[src/rtl/bitserial_weight_streamer.sv]
// Bit-serial weight transmitter: job FIFO feeding an LSB-first shift streamer with first/last beat flags.
// Optional BSW_ZERO_SKIP_EN collapses an all-zero N-bit weight into a single flagged beat on ser_zero.
module bitserial_weight_streamer #(
  parameter int ACT_W      = 8,
  parameter int FIFO_DEPTH = 2
) (
  input  logic             clk,
  input  logic             rstn,
  input  logic             in_valid,
  output logic             in_ready,
  input  logic [ACT_W-1:0] in_act,
  input  logic [7:0]       in_wgt,
  input  logic [1:0]       in_prec,
  output logic             ser_valid,
  input  logic             ser_ready,
  output logic             ser_bit,
  output logic [ACT_W-1:0] ser_act,
  output logic [2:0]       ser_idx,
  output logic             ser_first,
  output logic             ser_last
`ifdef BSW_ZERO_SKIP_EN
  ,
  output logic             ser_zero
`endif
);
  localparam int PTR_W = (FIFO_DEPTH > 1) ? $clog2(FIFO_DEPTH) : 1;
  localparam int CNT_W = $clog2(FIFO_DEPTH + 1);
  localparam int ENT_W = ACT_W + 10;

  typedef enum logic {IDLE, SHIFT} state_t;

  state_t           state_q, state_d;
  logic [ENT_W-1:0] mem_q [FIFO_DEPTH];
  logic [ENT_W-1:0] mem_d [FIFO_DEPTH];
  logic [PTR_W-1:0] wr_ptr_q, wr_ptr_d, rd_ptr_q, rd_ptr_d;
  logic [CNT_W-1:0] cnt_q, cnt_d;
  logic             init_q;
  logic [7:0]       sh_q, sh_d;
  logic [2:0]       idx_q, idx_d, last_q, last_d;
  logic [ACT_W-1:0] act_q, act_d;
`ifdef BSW_ZERO_SKIP_EN
  logic             zero_q, zero_d;
`endif

  logic             push, pop, empty;
  logic [ENT_W-1:0] head;
  logic [ACT_W-1:0] head_act;
  logic [7:0]       head_wgt, head_mask;
  logic [1:0]       head_prec;
  logic [2:0]       head_last;

  function automatic logic [PTR_W-1:0] ptr_inc(input logic [PTR_W-1:0] p);
    return (p == PTR_W'(FIFO_DEPTH - 1)) ? '0 : p + 1'b1;
  endfunction

  // in_ready depends on registered state only, so ser_ready never reaches it combinationally
  assign in_ready = init_q && (cnt_q != CNT_W'(FIFO_DEPTH));
  assign empty    = (cnt_q == '0);
  assign push     = in_valid && in_ready;

  assign ser_valid = (state_q == SHIFT);
  assign ser_bit   = ser_valid && sh_q[0];
  assign ser_act   = ser_valid ? act_q : '0;
  assign ser_idx   = ser_valid ? idx_q : '0;
  assign ser_first = ser_valid && (idx_q == '0);
  assign ser_last  = ser_valid && (idx_q == last_q);
`ifdef BSW_ZERO_SKIP_EN
  assign ser_zero  = ser_valid && zero_q;
`endif

  always_comb begin
    head = mem_q[rd_ptr_q];
    {head_act, head_wgt, head_prec} = head;
    case (head_prec)
      2'd0:    begin head_last = 3'd7; head_mask = 8'hFF; end
      2'd1:    begin head_last = 3'd3; head_mask = 8'h0F; end
      2'd2:    begin head_last = 3'd1; head_mask = 8'h03; end
      default: begin head_last = 3'd0; head_mask = 8'h01; end
    endcase
  end

  always_comb begin
    state_d = state_q;
    sh_d    = sh_q;
    idx_d   = idx_q;
    last_d  = last_q;
    act_d   = act_q;
`ifdef BSW_ZERO_SKIP_EN
    zero_d  = zero_q;
`endif
    pop     = 1'b0;
    case (state_q)
      IDLE: if (!empty) pop = 1'b1;
      SHIFT: begin
        if (ser_ready) begin
          if (idx_q != last_q) begin
            idx_d = idx_q + 3'd1;
            sh_d  = {1'b0, sh_q[7:1]};
          end else if (!empty) begin
            pop = 1'b1;
          end else begin
            state_d = IDLE;
          end
        end
      end
      default: state_d = IDLE;
    endcase
    // Both IDLE and the final beat of SHIFT load through this one path, so chained jobs leave no bubble
    if (pop) begin
      state_d = SHIFT;
      sh_d    = head_wgt;
      idx_d   = '0;
      act_d   = head_act;
      last_d  = head_last;
`ifdef BSW_ZERO_SKIP_EN
      zero_d  = ((head_wgt & head_mask) == 8'h00);
      if (zero_d) last_d = '0;
`endif
    end
  end

  always_comb begin
    mem_d    = mem_q;
    wr_ptr_d = wr_ptr_q;
    rd_ptr_d = rd_ptr_q;
    cnt_d    = cnt_q;
    if (push) begin
      mem_d[wr_ptr_q] = {in_act, in_wgt, in_prec};
      wr_ptr_d        = ptr_inc(wr_ptr_q);
    end
    if (pop) rd_ptr_d = ptr_inc(rd_ptr_q);
    if (push && !pop) cnt_d = cnt_q + 1'b1;
    else if (pop && !push) cnt_d = cnt_q - 1'b1;
  end

  always_ff @(posedge clk or negedge rstn) begin
    if (!rstn) begin
      state_q  <= IDLE;
      mem_q    <= '{default: '0};
      wr_ptr_q <= '0;
      rd_ptr_q <= '0;
      cnt_q    <= '0;
      init_q   <= 1'b0;
      sh_q     <= '0;
      idx_q    <= '0;
      last_q   <= '0;
      act_q    <= '0;
`ifdef BSW_ZERO_SKIP_EN
      zero_q   <= 1'b0;
`endif
    end else begin
      state_q  <= state_d;
      mem_q    <= mem_d;
      wr_ptr_q <= wr_ptr_d;
      rd_ptr_q <= rd_ptr_d;
      cnt_q    <= cnt_d;
      init_q   <= 1'b1;
      sh_q     <= sh_d;
      idx_q    <= idx_d;
      last_q   <= last_d;
      act_q    <= act_d;
`ifdef BSW_ZERO_SKIP_EN
      zero_q   <= zero_d;
`endif
    end
  end
endmodule

[config.mk]
export PLATFORM = sky130hd
export DESIGN_NAME = bitserial_weight_streamer
export DESIGN_NICKNAME = d
export VERILOG_FILES = /design/src/rtl/bitserial_weight_streamer.sv
export SDC_FILE = /design/constraint.sdc
export NUM_CORES = 1
export LEC_CHECK = 0
export ABC_AREA = 1
export BUFFER_PORTS_ARGS = -buffer_cell sky130_fd_sc_hd__clkbuf_2
export CAP_MARGIN = 20
export CELL_PAD_IN_SITES_DETAIL_PLACEMENT = 0
export CELL_PAD_IN_SITES_GLOBAL_PLACEMENT = 1
export CORE_MARGIN = 2
export CORE_UTILIZATION = 48
export CTS_BUF_LIST = sky130_fd_sc_hd__clkbuf_4 sky130_fd_sc_hd__clkbuf_8
export DETAILED_ROUTE_END_ITERATION = 12
export GPL_ROUTABILITY_DRIVEN = 0
export PLACE_DENSITY = 0.95
export RECOVER_POWER = 100
export SLEW_MARGIN = 10
export SYNTH_ARGS = -nofsm -noshare
export SYNTH_HDL_FRONTEND = slang
export SYNTH_SLANG_ARGS = --single-unit
[constraint.sdc]
create_clock -name clk -period 6 [get_ports clk]
set_clock_uncertainty 0.05 [all_clocks]
set_input_delay 0.6 -clock clk [delete_from_list [all_inputs] [get_ports clk]]
set_output_delay 0.6 -clock clk [all_outputs]
set_load 0.01 [all_outputs]
==> key figures <==
STA
  – Slew Limit Fails: about 100
  – Fin crit share: 0.5664
  – Fin crit period: roughly 3.4 ns
  – RSZ-0062 raised after global routing: no
  – Hold Vio Cnt, Final: 0
  – Worst hold slack: 0.4313 ns
  – Max Fclk: between 0.2 and 0.3 GHz
  – Headroom to the max-slew limit: -1.217
  – Worst-margin pin slew: between 3 and 4 ns
  – # setup viols final: 0
  – Setup tns final: 0 ns

Setup path
  – CP max stage cell: clkbuf_1
  – Endpoint class of the critical path: async pin
  – Cells along the critical path: clkbuf_2, clkbuf_1
  – Slowest Stage Delay on Critical Path: ~2.3 ns
  – Arrival @ worst endpoint: slightly above 3 ns
  – R2R Path Start: idx_q[2]
  – FF-to-FF setup slack: around 3.1 ns
  – Crit path max fanout: 64
  – Worst endpoint required time: between 5 and 6 ns
  – R2R depth: 10
  – WS Path Type: in -> async
  – R2r endpoint: cnt_q[1]
  – Cell family with most CP delay: buffers and inverters
  – Buffers and inverters on the worst path: 2
  – Worst setup SP type: primary input

Min path
  – HP Class: reg -> reg
  – Hold worst-path end: mem_q[14]
  – Hold path depth: 2
  – Hold Startpoint: mem_q[14]

GRT
  – Gr usage total: 0.1772
  – Number of global-route vias before repair: about 2,300
  – Largest net degree at the start of global routing: 65
  – First-pass GRT wire length: 10,120 um
  – Initial antenna violation count: 0
  – Grt total ovfl: 0

Logic synthesis
  – Synth unique cells: 27
  – Mapped cell area: just over 3000 um^2
  – Async SR Flop Fraction: 1.000
  – FF+latch count, synth: 64
  – Dominant synthesized flop cell: dfrtp_1
  – Mapped Nets: ~380
  – Synth Instances: 359
  – Yosys Warn Count: 0
  – Number of synthesized flops with an enable pin: 0
  – Syn Area/Cell: ~8.5 um^2
  – Post-synthesis sequential area ratio: 0.5274

Status
  – Status: finished, violations left
  – Failing checks: capacitance limit, slew limit

Layout
  – Area of the multi-input gates: around 1100 um^2
  – Most common cell after layout, fill and taps aside: nand2_1
  – P&R area growth vs syn: 8.406%
  – Fillers: 634
  – Layout cell share with drive strength beyond 1: 0.1055
  – Commonest cells after routing, fill and taps aside: nand2_1 (141), dfrtp_1 (64), o21ai_0 (45), inv_1 (41), nand3_1 (24)
  – FF+latch area: 1602 um^2
  – N_diodes: 0
  – Nets@finish: 418

Power and ir drop
  – Static Leak: about 1.8 nW
  – Power share of the sequential group: 0.449
  – Combinational Power Share: 0.342
  – PD cells: ~520 nW/um^2
  – VDD IR-drop max: ~0.23 mV
  – Int Power: 1.037 mW
  – Sw Ratio: 0.3895
  – Power after layout: between 1.5 and 2 mW
  – Clock share of power: 0.209
  – Net load switching power: roughly 660 uW

CTS
  – Setup repair bufs after CTS: 0
  – Clk_lat worst skew: 0.34 ns
  – CTS tree: yes
  – CTS resizes: 0
  – Clock sink count: 64
  – Hold-fix buffers at CTS: 0
  – CTS clk-pin slew, worst paths: about 0.06 ns
  – Root Driver: clkbuf_8
  – Clock Tree Buf Depth: 2
  – Num CTS Buffers: 9
  – H-tree depth: 3

Route
  – DRT Wirelength: 5640 um
  – Post-DRT Antenna Nets: 0
  – Via-to-Cell Ratio: around 4.8
  – Residual DRC: 0
  – DRT iter0 DRCs: around 140
  – Drt pass-1 iters: 4
  – Wire per inst: ~12 um
  – Vias after detailed routing: roughly 2,300

Run
  – Max_cap viols: 2

Floorplanning
  – Die ar.: 6979 um^2
  – FP Rows: 28
  – Placeable Area: around 6000 um^2
  – Die Ht: ~84 um
  – I/O pin count: 38
  – Starting Density: 0.5039
  – Die Wd: ~84 um

Placement
  – Dpl hpwl: about 3700 um
  – Port Buf Inserts: 37
-- final cells by class --
class                           instances  area share
Multi-Input combinational cell        237      0.3265
Timing Repair Buffer                   39     0.05245
Sequential cell                        64      0.4865
Clock buffer                           10     0.03991
Tap cell                               75     0.02851
Clock inverter                          6     0.01824
Inverter                               42     0.04789
-- flip-flops by register name, indices dropped and copies added, names as in the netlist --
| name | cells |
|---|---|
| mem_q | 36 |
| act_q | 8 |
| sh_q | 8 |
| idx_q | 3 |
| last_q | 3 |
| cnt_q | 2 |
| init_q | 1 |
| rd_ptr_q | 1 |
| ser_valid | 1 |
| wr_ptr_q | 1 |
-- routing by layer --
layer,track usage,up-vias,wire length [um]
li1,-,1172,-
met1,0.2414,1064,2833
met2,0.2815,45,2499
met3,0.03956,9,215
met4,0.06158,0,92
met5,0,-,0
-- Yosys cell counts (4+ instances only) --
master    number  area (um^2)
nand2_2        5        31.28
dfrtp_1       64         1602
inv_1         40        150.1
clkbuf_1       4        15.01
nand3_1       22        110.1
o21ai_2       18        157.7
buf_2          6        30.03
nor2_1         4        15.01
buf_6          5        56.30
nand2_1      139        521.8
o21ai_0       26        130.1
-- stage by stage --
stage	instances	utilization	instance area (um^2)	setup slack (ns)
global placement	457	0.5347	3222	3.612
global route	473	0.5463	3292	1.848
CTS	473	0.5664	3413	3.565
floorplan	359	-	3037	4.104
detailed placement	457	0.5347	3222	3.562
finish	473	0.5463	3292	2.602
-- cell families (layout without fill, tap and decap cells) --
family,count (synthesis),in the layout,share of synthesized area
simple gates,178,178,0.2452
flops,64,64,0.5274
buf+inv,58,97,0.08776
compound gates,47,47,0.1018
xor+xnor,5,5,0.01442
fa+ha+maj,3,3,0.01236
mux,3,3,0.009889
other cells,1,1,0.001235
-- power by group through the flow --
stage | combinational (mW) | clock [mW] | sequential [mW]
global placement | 0.631 | 0 | 0.763
CTS | 0.655 | 0.364 | 0.764
global route | 0.684 | 0.385 | 0.790
detailed placement | 0.650 | 0 | 0.770
floorplan | 0.536 | 0 | 0.715
finish | 0.581 | 0.354 | 0.763
-- worst register-to-register path: stages (launching register included) --
cell     delay, ns
dfrtp_1       0.43
inv_1         0.09
nand2_1       0.05
nand2_1       0.06
nand3_1       0.15
nand2_1       0.17
nand3_1       0.77
ha_1          0.65
a21oi_1       0.12
o21ai_0       0.11
xnor2_1       0.13
-- how the worst max path moves through the flow --
stage	slack [ns]	cells after the start	from	end
CTS	3.57	10	idx_q[2]	cnt_q[1]
detailed placement	3.56	8	ser_ready	cnt_q[1]
global placement	3.61	8	ser_ready	cnt_q[1]
global route	1.85	2	rstn	mem_q[8]
finish	2.60	2	rstn	mem_q[15]
floorplan	4.10	8	ser_valid	cnt_q[1]
(Power assumes the default switching activity.)
